`config.mk`:
```
export PLATFORM = sky130hd
export DESIGN_NAME = fsm_control
export DESIGN_NICKNAME = d
export VERILOG_FILES = /design/src/rtl/fsm_control.sv
export SDC_FILE = /design/constraint.sdc
export NUM_CORES = 1
export LEC_CHECK = 0
export BUFFER_PORTS_ARGS = -buffer_cell sky130_fd_sc_hd__buf_2
export CAP_MARGIN = 20
export CORE_MARGIN = 2
export CORE_UTILIZATION = 44
export CTS_CLUSTER_DIAMETER = 120
export DETAILED_ROUTE_END_ITERATION = 10
export PLACE_DENSITY = 0.77
export SYNTH_ARGS = -nofsm -noshare
export SYNTH_HDL_FRONTEND = slang
export SYNTH_SLANG_ARGS = --single-unit
```
`constraint.sdc`:
```
create_clock -name clk -period 1.7 [get_ports clk]
set_clock_uncertainty 0.15 [all_clocks]
set_input_delay 0.17 -clock clk [delete_from_list [all_inputs] [get_ports clk]]
set_output_delay 0.17 -clock clk [all_outputs]
set_load 0.01 [all_outputs]
```
`src/rtl/fsm_control.sv`:
```
// Main control FSM for the FIFO datapath: sequences RESET/INIT/IDLE/ACTIVE/ERROR,
// holds the almost-empty/almost-full thresholds and a sticky per-FIFO error record.
module fsm_control #(
  parameter int N            = 5,
  parameter int UMB_W        = 3,
  parameter int UMB_BAJO_RST = 1,
  parameter int UMB_ALTO_RST = 6
) (
  input  logic             clk,
  input  logic             reset_L,
  input  logic             init,
  input  logic [UMB_W-1:0] umbral_bajo_in,
  input  logic [UMB_W-1:0] umbral_alto_in,
  input  logic [N-1:0]     fifo_empty,
  input  logic [N-1:0]     fifo_error,
  output logic [4:0]       state,
  output logic             idle,
  output logic [UMB_W-1:0] umbral_bajo_out,
  output logic [UMB_W-1:0] umbral_alto_out,
  output logic             cfg_invalid,
  output logic [N-1:0]     error_out
);

  typedef enum logic [4:0] {
    ST_RESET  = 5'b00001,
    ST_INIT   = 5'b00010,
    ST_IDLE   = 5'b00100,
    ST_ACTIVE = 5'b01000,
    ST_ERROR  = 5'b10000
  } state_t;

  state_t           state_q, state_d;
  logic [UMB_W-1:0] umb_bajo_q, umb_bajo_d;
  logic [UMB_W-1:0] umb_alto_q, umb_alto_d;
  logic             cfg_invalid_q, cfg_invalid_d;
  logic [N-1:0]     error_q, error_d;

  logic cfg_valid;
  logic any_error;
  logic all_empty;

  assign cfg_valid = (umbral_bajo_in < umbral_alto_in);
  assign any_error = |fifo_error;
  assign all_empty = (fifo_empty == {N{1'b1}});

  always_comb begin
    state_d       = state_q;
    umb_bajo_d    = umb_bajo_q;
    umb_alto_d    = umb_alto_q;
    cfg_invalid_d = 1'b0;
    error_d       = error_q;

    // Threshold load is independent of the transition taken, so an INIT->ERROR
    // edge still captures a valid pair.
    if (state_q == ST_INIT) begin
      if (cfg_valid) begin
        umb_bajo_d = umbral_bajo_in;
        umb_alto_d = umbral_alto_in;
      end else begin
        cfg_invalid_d = 1'b1;
      end
    end

    if (state_q == ST_RESET) begin
      state_d = ST_INIT;
    end else begin
      error_d = error_q | fifo_error;
      if (any_error) begin
        state_d = ST_ERROR;
      end else begin
        case (state_q)
          ST_INIT: begin
            if (!init && cfg_valid) state_d = ST_IDLE;
            else                    state_d = ST_INIT;
          end
          ST_IDLE: begin
            if (init)            state_d = ST_INIT;
            else if (!all_empty) state_d = ST_ACTIVE;
            else                 state_d = ST_IDLE;
          end
          ST_ACTIVE: begin
            if (init)           state_d = ST_INIT;
            else if (all_empty) state_d = ST_IDLE;
            else                state_d = ST_ACTIVE;
          end
          ST_ERROR: state_d = ST_ERROR;
          default:  state_d = ST_RESET;
        endcase
      end
    end
  end

  always_ff @(posedge clk) begin
    if (!reset_L) begin
      state_q       <= ST_RESET;
      umb_bajo_q    <= UMB_W'(UMB_BAJO_RST);
      umb_alto_q    <= UMB_W'(UMB_ALTO_RST);
      cfg_invalid_q <= 1'b0;
      error_q       <= '0;
    end else begin
      state_q       <= state_d;
      umb_bajo_q    <= umb_bajo_d;
      umb_alto_q    <= umb_alto_d;
      cfg_invalid_q <= cfg_invalid_d;
      error_q       <= error_d;
    end
  end

  assign state           = state_q;
  assign idle            = state_q[2];
  assign umbral_bajo_out = umb_bajo_q;
  assign umbral_alto_out = umb_alto_q;
  assign cfg_invalid     = cfg_invalid_q;
  assign error_out       = error_q;

endmodule

```
# After elaboration in Yosys (flattened, before gate mapping)
# Cells that the tools add are included.
# classes
n_addsub	0
n_mul	0
n_div	0
order_cmp	1
eq_ne	6
shifts	0
muxes	7
bitwise	2
n_reduce_logical	8
# op_table
op	n
$pmux W5 S3	1
$eq A5 B5 Y1 const B	2
$mux W5	2
$reduce_or A7 Y1	1
$eq A5 B1 Y1 const B	1
$eq A5 B2 Y1 const B	1
$eq A5 B3 Y1 const B	1
$eq A5 B4 Y1 const B	1
$or A5 B5 Y5	1
$reduce_or A5 Y1	1
$mux W4	1
$reduce_and A2 Y1	2
$reduce_or A2 Y1	2
$lt A3 B3 Y1	1
$mux W3	1
$mux W2	1
$logic_and A1 B1 Y1	1
$logic_not A1 Y1	1
$mux W1	1
$not A1 Y1	1
# word_totals
regBits	17
latchBits	0
ram_bits	0
mem_bits_ro	0
input_bits	19
out_inout_bits	18
wordCells	31
mem_count	0

# Depth between registers and ports, before layout
# Gate-level depths: netlist (run 1).
# depth
depth_word	6
depth_mapped	6
depth_no_buf	6

# Worst setup path after synthesis (run 1)
# OpenSTA, ideal clock, no wires.
# synth_timing
kind	register to register
startpoint	register state_q[1], in the netlist state[1]
endpoint	register state_q[2], in the netlist state[2]
setup_time_ns	0.116
t_arrival_ns	1.274
t_required_ns	1.434
setup_slack_ns	0.160
stages_incl_launch_ff	6
n_path_buf	1
synth_period_minus_slack_ns	1.540
path_cell_list	dfxtp_1 clkbuf_1 nor2_1 nand3_1 and4b_1 and3_2
# synth_between
elab_chain_len	3
word_cells_on_any_way	8
cone_classes	eq/ne: 5; mux: 1; reduce/logical: 2
# synth_lines
item	line	rtl
start, declared	32	state_t state_q, state_d;
start signal, assigned	101	state_q <= state_d;
$eq A5 B4 Y1 / $eq A5 B3 Y1 (equally long branches)	71	case (state_q)
$reduce_or A2 Y1 (no line)	--	
$pmux W5 S3	71	
# Several ways; a longest one is shown, not always the timed one.
# A chain may end at the register's enable or synchronous reset.

# Final worst setup path (run 1)
# layout_timing
startpoint	input umbral_alto_in[2]
endpoint	register state_q[1], in the netlist state[1]
# layout_between
elab_chain_len	6
# layout_lines
item	line	rtl
start, declared	13	input logic [UMB_W-1:0] umbral_alto_in,
$lt A3 B3 Y1	42	assign cfg_valid = (umbral_bajo_in < umbral_alto_in);
$logic_and A1 B1 Y1	73	if (!init && cfg_valid) state_d = ST_IDLE;
$mux W3	73	
$pmux W5 S3	71	
$mux W5	68	if (any_error) begin
$mux W2	64	if (state_q == ST_RESET) begin
# Every way passes these cells.

==> impl_metrics.prom, run 1 <==
# TYPE chip_impl_metric gauge
chip_impl_info{name="outcome",value="finished, final reports clean"} 1
chip_impl_metric{name="switching_part_of_the_total",unit=""} 0.269
chip_impl_metric{name="synthesis.area",unit="um2"} 769
chip_impl_metric{name="post-route-period-util",unit=""} 0.899
chip_impl_metric{name="power.combinational.fraction",unit=""} 0.193
chip_impl_info{name="worstHoldPathType",value="in2reg"} 1
chip_impl_metric{name="firstDrtPassIters",unit=""} 4
chip_impl_metric{name="sink_count",unit=""} 17
chip_impl_metric{name="ios",unit=""} 37
chip_impl_info{name="yosys-top-cells-count",value="sky130_fd_sc_hd__dfxtp_1, sky130_fd_sc_hd__a21oi_1, sky130_fd_sc_hd__nor2_1"} 1
chip_impl_info{name="yosysTopAreaCell",value="sky130_fd_sc_hd__dfxtp_1"} 1
chip_impl_metric{name="fin_hold_ws",unit="ns"} 0.00907
chip_impl_metric{name="core.rowCount",unit=""} 15
chip_impl_metric{name="final_design_area_no_fill",unit="um2"} 1090
chip_impl_metric{name="place_area",unit="um2"} 975
chip_impl_metric{name="critPathRequiredTime",unit="ns"} 1.74
chip_impl_metric{name="setup_viol_count_final",unit=""} 0
chip_impl_metric{name="rrSetupSlack",unit="ns"} 0.18
chip_impl_metric{name="aggregate_global_routing_overflow",unit=""} 0
chip_impl_metric{name="netlist-cell-type-count",unit=""} 30
chip_impl_metric{name="via_per_inst",unit=""} 5.57
chip_impl_metric{name="path_clk_slew",unit="ns"} 0.10
chip_impl_metric{name="io_port_bufs",unit=""} 36
chip_impl_info{name="clock_tree_from_tritoncts",value="done"} 1
chip_impl_metric{name="core_footprint",unit="um2"} 1690
chip_impl_metric{name="clock_latency",unit="ns"} 0.28
chip_impl_info{name="critical_path.reg2reg.endpoint",value="state[2]$_SDFF_PP0_"} 1
chip_impl_metric{name="seq_power_share",unit=""} 0.544
chip_impl_metric{name="postSynth.asyncResetShare",unit=""} 0
chip_impl_metric{name="final_net_count",unit=""} 158
chip_impl_metric{name="syn-num-nets",unit=""} 110
chip_impl_metric{name="area_of_the_die",unit="um2"} 2100
chip_impl_metric{name="ys_seq_elements",unit=""} 17
chip_impl_metric{name="worst-path-stages",unit=""} 7
chip_impl_metric{name="first_iteration_detailed_routing_drc_count",unit=""} 16
chip_impl_info{name="grt_setup_unrepaired",value="false"} 1
chip_impl_metric{name="synthesis.instances",unit=""} 89
chip_impl_metric{name="cts_max_path_buffers",unit=""} 2
chip_impl_info{name="synthFlopType",value="sky130_fd_sc_hd__dfxtp_1"} 1
chip_impl_metric{name="max_slew_margin",unit=""} 0.621
chip_impl_info{name="crit-reg2reg-launch",value="state[1]$_SDFF_PN0_"} 1
chip_impl_metric{name="grt_max_degree",unit=""} 11
chip_impl_metric{name="worst_vdd_rail_ir_drop",unit="uV"} 572
chip_impl_metric{name="tritoncts.num_buffers",unit=""} 3
chip_impl_metric{name="drtAntennaViolNets",unit=""} 0
chip_impl_metric{name="worst_ep_arrival_time",unit="ns"} 1.57
chip_impl_metric{name="wire_length_of_the_first_global_routing_pass",unit="um"} 3170
chip_impl_info{name="cp-start-kind",value="input pin"} 1
chip_impl_metric{name="synth_area_per_cell",unit="um2"} 8.65
chip_impl_metric{name="tightest_slew",unit="ns"} 0.565
chip_impl_metric{name="power_report.internal_total",unit="uW"} 579
chip_impl_info{name="cpLargestDelayFamily",value="compound AO/OA/AOI/OAI gates"} 1
chip_impl_metric{name="ys_seq_area_frac",unit=""} 0.442
chip_impl_metric{name="multiInputGateArea",unit="um2"} 418
chip_impl_metric{name="min_period",unit="ns"} 1.53
chip_impl_metric{name="p_total",unit="uW"} 791
chip_impl_metric{name="power_per_cell_area",unit="nW/um2"} 726
chip_impl_metric{name="maxCapViolCount",unit=""} 0
chip_impl_metric{name="leakage_power",unit="nW"} 0.516
chip_impl_metric{name="reg2regPathDepth",unit=""} 4
chip_impl_metric{name="max_clock_freq",unit="MHz"} 654
chip_impl_metric{name="report.final.slew_viol_count",unit=""} 0
chip_impl_metric{name="post_cts.repair.setup_buffers",unit=""} 0
chip_impl_metric{name="timing.critical_path.fanout_max",unit=""} 10
chip_impl_metric{name="regArea",unit="um2"} 340
chip_impl_metric{name="power.clock.fraction",unit=""} 0.263
chip_impl_metric{name="initial_utilization",unit=""} 0.456
chip_impl_metric{name="syn2layout_area_growth",unit="%"} 41.6
chip_impl_metric{name="cpPeakStageDelay",unit="ns"} 0.46
chip_impl_metric{name="detail_route.wl_per_cell",unit="um"} 13.0
chip_impl_info{name="setup.worst_path.class",value="in2reg"} 1
chip_impl_info{name="yosys-top-cells-area",value="sky130_fd_sc_hd__dfxtp_1, sky130_fd_sc_hd__a21oi_1, sky130_fd_sc_hd__nand3_1, sky130_fd_sc_hd__o21ai_0, sky130_fd_sc_hd__nor2_1"} 1
chip_impl_metric{name="first_global_vias",unit=""} 785
chip_impl_metric{name="synth_top_cell_area_share",unit=""} 0.442
chip_impl_metric{name="critical_path_buf_inv_count",unit=""} 2
chip_impl_metric{name="dpl.hpwl",unit="um"} 1390
chip_impl_metric{name="antenna_violations_before_repair",unit=""} 0
chip_impl_info{name="critical_path.slowest_cell",value="sky130_fd_sc_hd__o21ai_1"} 1
chip_impl_metric{name="final_hold_viol_count",unit=""} 0
chip_impl_metric{name="final_core_utilization",unit=""} 0.645
chip_impl_metric{name="die_h",unit="um"} 45.8
chip_impl_metric{name="route.vias.total",unit=""} 852
chip_impl_metric{name="fraction_of_final_layout_cells_sized_beyond_drive_strength_1",unit=""} 0.331
chip_impl_metric{name="die_width",unit="um"} 45.8
chip_impl_metric{name="synth_enable_flop_cells",unit=""} 0
chip_impl_info{name="worst_setup_path_startpoint",value="umbral_alto_in[2]"} 1
chip_impl_metric{name="wirelength",unit="um"} 1990
chip_impl_metric{name="numPlacedInstances",unit=""} 142
chip_impl_metric{name="synth-warning-count",unit=""} 0
chip_impl_metric{name="power_switching",unit="uW"} 213
chip_impl_metric{name="gp_congestion",unit=""} 0.858
chip_impl_metric{name="n_antenna_cell",unit=""} 0
chip_impl_metric{name="htreeDepth",unit=""} 1
chip_impl_info{name="synth_most_common_cell",value="sky130_fd_sc_hd__dfxtp_1"} 1
chip_impl_metric{name="drt_drc_violations_left",unit=""} 0
chip_impl_info{name="cp_cell_sequence",value="buf_2 > inv_1 > ha_1 > nand2_1 > o21ai_1 > a31oi_1 > o32ai_1"} 1
chip_impl_info{name="timing.critical_path.to",value="state[1]$_SDFF_PN0_"} 1
chip_impl_info{name="end_kind",value="flop"} 1
chip_impl_metric{name="finalNonFillerCells",unit=""} 153
chip_impl_metric{name="track_usage",unit=""} 0.206
chip_impl_metric{name="layout.filler_cells",unit=""} 142
chip_impl_info{name="clockRootBuffer",value="sky130_fd_sc_hd__clkbuf_4"} 1
through the flow:
step / setup WS (ns) / TNS (ns)
2_1_floorplan: 0.160 / 0
3_3_place_gp: -0.00798 / -0.00798
3_5_place_dp: -0.0988 / -0.221
4_1_cts: 0.00525 / 0
5_1_grt: 0.00267 / 0
6_report: 0.172 / 0
layout make-up:
cell class                 instances  share of cell area
multi-input combinational         67               0.383
sequential                        17               0.312
timing repair buffer              45               0.250
clock buffer                       4              0.0241
tap                               17              0.0195
inverter                           3              0.0103
power groups by stage:
stage | registers [mW] | clock network (mW) | logic (mW)
global route | 0.435 | 0.232 | 0.168
finish | 0.431 | 0.208 | 0.152
floorplan | 0.445 | 0 | 0.0662
CTS | 0.430 | 0.220 | 0.148
detailed placement | 0.439 | 0 | 0.133
global placement | 0.439 | 0 | 0.130
worst min path at each step:
stage,start,to,slack [ns],cells after the start
after global placement,fifo_error[3],error_out[3]$_SDFFE_PN0N_,0.26,3
after global routing,fifo_error[4],error_out[4]$_SDFFE_PN0N_,0.03,3
final,umbral_bajo_in[1],umbral_bajo_out[1]$_SDFFE_PN0P_,0.009,3
after detailed placement,fifo_error[3],error_out[3]$_SDFFE_PN0N_,0.27,3
after CTS,umbral_bajo_in[1],umbral_bajo_out[1]$_SDFFE_PN0P_,0.0005,3
after floorplan,reset_L,umbral_bajo_out[0]$_SDFFE_PN1P_,0.09,1
cell families after synthesis:
kind of cell / after synthesis / share of synthesized area
buffers and inverters: 5 / 0.0293
AND/OR/NAND/NOR: 35 / 0.257
AO/OA/AOI/OAI: 28 / 0.216
adder cells (fa/ha/maj): 2 / 0.0325
flip-flops: 17 / 0.442
XOR/XNOR: 2 / 0.0228
sequential cells by signal (all words and copies together) (netlist names):
register,flops
umbral_alto_out,3
cfg_invalid,1
error_out,5
state,5
umbral_bajo_out,3
routing by layer:
metal | vias up | global-route usage | share of wire | wire length (um)
met5 | - | 0 | 0 | 0
met4 | 0 | 0.0857 | 0.013 | 25
met3 | 4 | 0.0278 | 0.034 | 67
met2 | 21 | 0.355 | 0.50 | 1000
met1 | 398 | 0.256 | 0.45 | 893
li1 | 429 | - | - | -
what timing repair did:
item                                   4_1_cts  5_1_grt
hold buffers                                 8        0
setup endpoints to repair                    0        5
endpoints found under the hold margin        9        0
resized for setup                            0        3
placed cells by master (no fill, tap or decap):
master and instances:
sky130_fd_sc_hd__o21ai_1 1, sky130_fd_sc_hd__nand4b_1 1, sky130_fd_sc_hd__o32ai_1 1, sky130_fd_sc_hd__o21a_1 2
sky130_fd_sc_hd__nor2_1 10, sky130_fd_sc_hd__nor3_1 3, sky130_fd_sc_hd__nor2_4 1, sky130_fd_sc_hd__dlygate4sd3_1 7
sky130_fd_sc_hd__a211oi_1 1, sky130_fd_sc_hd__a31oi_1 1, sky130_fd_sc_hd__o22ai_1 1, sky130_fd_sc_hd__nor2b_1 1
sky130_fd_sc_hd__nand2_1 3, sky130_fd_sc_hd__and3_1 2, sky130_fd_sc_hd__inv_1 2, sky130_fd_sc_hd__buf_4 2
sky130_fd_sc_hd__a21oi_1 10, sky130_fd_sc_hd__clkinv_1 1, sky130_fd_sc_hd__dlymetal6s4s_1 1, sky130_fd_sc_hd__nand3_1 7
sky130_fd_sc_hd__xor2_1 2, sky130_fd_sc_hd__nand3_2 1, sky130_fd_sc_hd__o211a_1 1, sky130_fd_sc_hd__o21ai_0 8
sky130_fd_sc_hd__clkbuf_1 1, sky130_fd_sc_hd__o311ai_0 2, sky130_fd_sc_hd__nor4b_1 1, sky130_fd_sc_hd__dfxtp_1 17
sky130_fd_sc_hd__and3_2 1, sky130_fd_sc_hd__and4b_1 1, sky130_fd_sc_hd__clkbuf_4 3, sky130_fd_sc_hd__or4_4 1
sky130_fd_sc_hd__buf_2 35, sky130_fd_sc_hd__nor4b_2 1, sky130_fd_sc_hd__and4_1 1, sky130_fd_sc_hd__ha_1 2
tightest hold or removal path, delay by kind of cell:
| kind | cells | cell delay, ns |
|---|---|---|
| AOI/OAI and AO/OA | 1 | 0.06 |
| buffers and inverters | 1 | 0.11 |
| and+or+nand+nor | 1 | 0.06 |
Power figures use the tool's default switching activity.
==> inputs of run 2 (changes only) <==
- CELL_PAD_IN_SITES_DETAIL_PLACEMENT: not set -> 0
- CELL_PAD_IN_SITES_GLOBAL_PLACEMENT: not set -> 1
- CORE_UTILIZATION: 44 -> 31
- PLACE_DENSITY: 0.77 -> not set
- PLACE_DENSITY_LB_ADDON: not set -> 0.1
==> run 2 against run 1 <==
  * Via count increased by 1.1%
  * Global-route usage is 4.6 points lower
  * Die area grew 38%
  * Critical path depth is 3 lower
  * Largest power group unchanged
==> impl_metrics.prom, run 2 (synthesis results as in run 1) <==
# TYPE chip_impl_metric gauge
chip_impl_info{name="clockRootBuffer",value="sky130_fd_sc_hd__clkbuf_4"} 1
chip_impl_info{name="setup.worst_path.class",value="reg2reg"} 1
chip_impl_metric{name="n_antenna_cell",unit=""} 0
chip_impl_metric{name="drt_drc_violations_left",unit=""} 0
chip_impl_info{name="grt_setup_unrepaired",value="false"} 1
chip_impl_metric{name="htreeDepth",unit=""} 1
chip_impl_metric{name="finalNonFillerCells",unit=""} 168
chip_impl_metric{name="aggregate_global_routing_overflow",unit=""} 0
chip_impl_metric{name="io_port_bufs",unit=""} 36
chip_impl_metric{name="critPathRequiredTime",unit="ns"} 1.74
chip_impl_metric{name="max_clock_freq",unit="MHz"} 618
chip_impl_metric{name="tightest_slew",unit="ns"} 0.654
chip_impl_metric{name="leakage_power",unit="nW"} 0.530
chip_impl_metric{name="report.final.slew_viol_count",unit=""} 0
chip_impl_metric{name="p_total",unit="uW"} 806
chip_impl_metric{name="firstDrtPassIters",unit=""} 3
chip_impl_metric{name="post-route-period-util",unit=""} 0.952
chip_impl_metric{name="numPlacedInstances",unit=""} 157
chip_impl_metric{name="core.rowCount",unit=""} 18
chip_impl_info{name="end_kind",value="flop"} 1
chip_impl_metric{name="die_h",unit="um"} 53.8
chip_impl_info{name="clock_tree_from_tritoncts",value="done"} 1
chip_impl_metric{name="area_of_the_die",unit="um2"} 2900
chip_impl_metric{name="worst_vdd_rail_ir_drop",unit="uV"} 339
chip_impl_metric{name="drtAntennaViolNets",unit=""} 0
chip_impl_metric{name="layout.filler_cells",unit=""} 265
chip_impl_metric{name="first_global_vias",unit=""} 767
chip_impl_metric{name="wirelength",unit="um"} 2110
chip_impl_info{name="final_common_cell",value="sky130_fd_sc_hd__buf_2"} 1
chip_impl_metric{name="min_period",unit="ns"} 1.62
chip_impl_metric{name="tritoncts.num_buffers",unit=""} 3
chip_impl_metric{name="post_cts.repair.setup_buffers",unit=""} 0
chip_impl_metric{name="grt_max_degree",unit=""} 11
chip_impl_metric{name="via_per_inst",unit=""} 5.13
chip_impl_metric{name="gp_congestion",unit=""} 0.800
chip_impl_metric{name="route.vias.total",unit=""} 861
chip_impl_metric{name="final_hold_viol_count",unit=""} 0
chip_impl_metric{name="dpl.hpwl",unit="um"} 1520
chip_impl_info{name="worstHoldPathType",value="in2reg"} 1
chip_impl_metric{name="initial_utilization",unit=""} 0.319
chip_impl_metric{name="wire_length_of_the_first_global_routing_pass",unit="um"} 3390
chip_impl_metric{name="cts_max_path_buffers",unit=""} 2
chip_impl_metric{name="sink_count",unit=""} 17
chip_impl_info{name="outcome",value="finished, final reports clean"} 1
chip_impl_metric{name="clock_latency",unit="ns"} 0.28
chip_impl_metric{name="final_core_utilization",unit=""} 0.469
chip_impl_metric{name="timing.critical_path.fanout_max",unit=""} 10
chip_impl_metric{name="track_usage",unit=""} 0.160
chip_impl_metric{name="first_iteration_detailed_routing_drc_count",unit=""} 9
chip_impl_metric{name="setup_viol_count_final",unit=""} 0
chip_impl_metric{name="ios",unit=""} 37
chip_impl_metric{name="detail_route.wl_per_cell",unit="um"} 12.6
chip_impl_metric{name="syn2layout_area_growth",unit="%"} 46.8
chip_impl_metric{name="power_per_cell_area",unit="nW/um2"} 714
chip_impl_metric{name="final_net_count",unit=""} 160
chip_impl_metric{name="antenna_violations_before_repair",unit=""} 0
chip_impl_metric{name="maxCapViolCount",unit=""} 0
chip_impl_metric{name="path_clk_slew",unit="ns"} 0.10
chip_impl_metric{name="fraction_of_final_layout_cells_sized_beyond_drive_strength_1",unit=""} 0.355
chip_impl_info{name="cp-start-kind",value="flop"} 1
chip_impl_metric{name="worst_ep_arrival_time",unit="ns"} 1.66
chip_impl_metric{name="max_slew_margin",unit=""} 0.561
chip_impl_info{name="most-common-layout-cells",value="sky130_fd_sc_hd__buf_2, sky130_fd_sc_hd__dfxtp_1, sky130_fd_sc_hd__a21oi_1, sky130_fd_sc_hd__nor2_1, sky130_fd_sc_hd__o21ai_0"} 1
chip_impl_metric{name="core_footprint",unit="um2"} 2410
chip_impl_metric{name="die_width",unit="um"} 53.8
==> run 2: stage by stage <==
| stage | setup WS (ns) | area [um2] | hold slack (ns) | setup TNS, ns |
|---|---|---|---|---|
| finish | 0.0813 | 1130 | 0.000653 | 0 |
| global route | 0.00869 | 1130 | 0.0466 | 0 |
| CTS | 0.0358 | 1110 | 0.00210 | 0 |
| detailed placement | -0.137 | 1010 | 0.270 | -0.301 |
| global placement | -0.0595 | 1010 | 0.264 | -0.109 |
| floorplan | 0.160 | 769 | 0.0918 | 0 |
==> run 2: layout make-up <==
| class | count | area [um2] | share of cell area |
|---|---|---|---|
| well taps | 30 | 37.5 | 0.0332 |
| flip-flops and latches | 17 | 340 | 0.301 |
| clock buffers | 3 | 22.5 | 0.0199 |
| inverters | 3 | 11.3 | 0.00997 |
| clock inverters | 1 | 5.00 | 0.00443 |
| multi-input cells | 67 | 425 | 0.377 |
| repair buffers | 47 | 288 | 0.255 |
==> run 2: metal layers <==
metal	vias to the layer above	GRT usage	part of all wire
met5	-	0	0
met4	0	0.0641	0.0062
met3	2	0.0333	0.045
met2	20	0.250	0.50
met1	407	0.214	0.45
li1	432	-	-
==> run 2: power by group <==
part | leakage (nW) | internal, mW | switching, mW
logic | 0.372 | 0.0763 | 0.0854
clock network | 0.0177 | 0.0873 | 0.127
registers | 0.140 | 0.416 | 0.0139
==> run 2: critical path, cell delays in order, from the launching register on <==
cell	delay [ns]
sky130_fd_sc_hd__dfxtp_1	0.55
sky130_fd_sc_hd__nor2_1	0.14
sky130_fd_sc_hd__a211oi_1	0.37
sky130_fd_sc_hd__nor2_1	0.11
sky130_fd_sc_hd__and3_2	0.21
==> run 2: worst paths after layout <==
kind | startpoint | end | slack (ns) | cells past startpoint
worst max-delay path | state[1]$_SDFF_PN0_ | state[2]$_SDFF_PP0_ | 0.08 | 4
worst min-delay path | fifo_error[1] | error_out[1]$_SDFFE_PN0N_ | 0.0007 | 3
worst max register to register | state[1]$_SDFF_PN0_ | state[2]$_SDFF_PP0_ | 0.08 | 4
worst min register to register | error_out[4]$_SDFFE_PN0N_ | error_out[4]$_SDFFE_PN0N_ | 0.32 | 2
==> run 2: timing repair <==
item                                    in CTS  in global routing
hold buffers                                 8                  0
gates resized for setup                      0                  4
endpoints found under the setup margin       0                  5
hold endpoints to repair                     9                  0
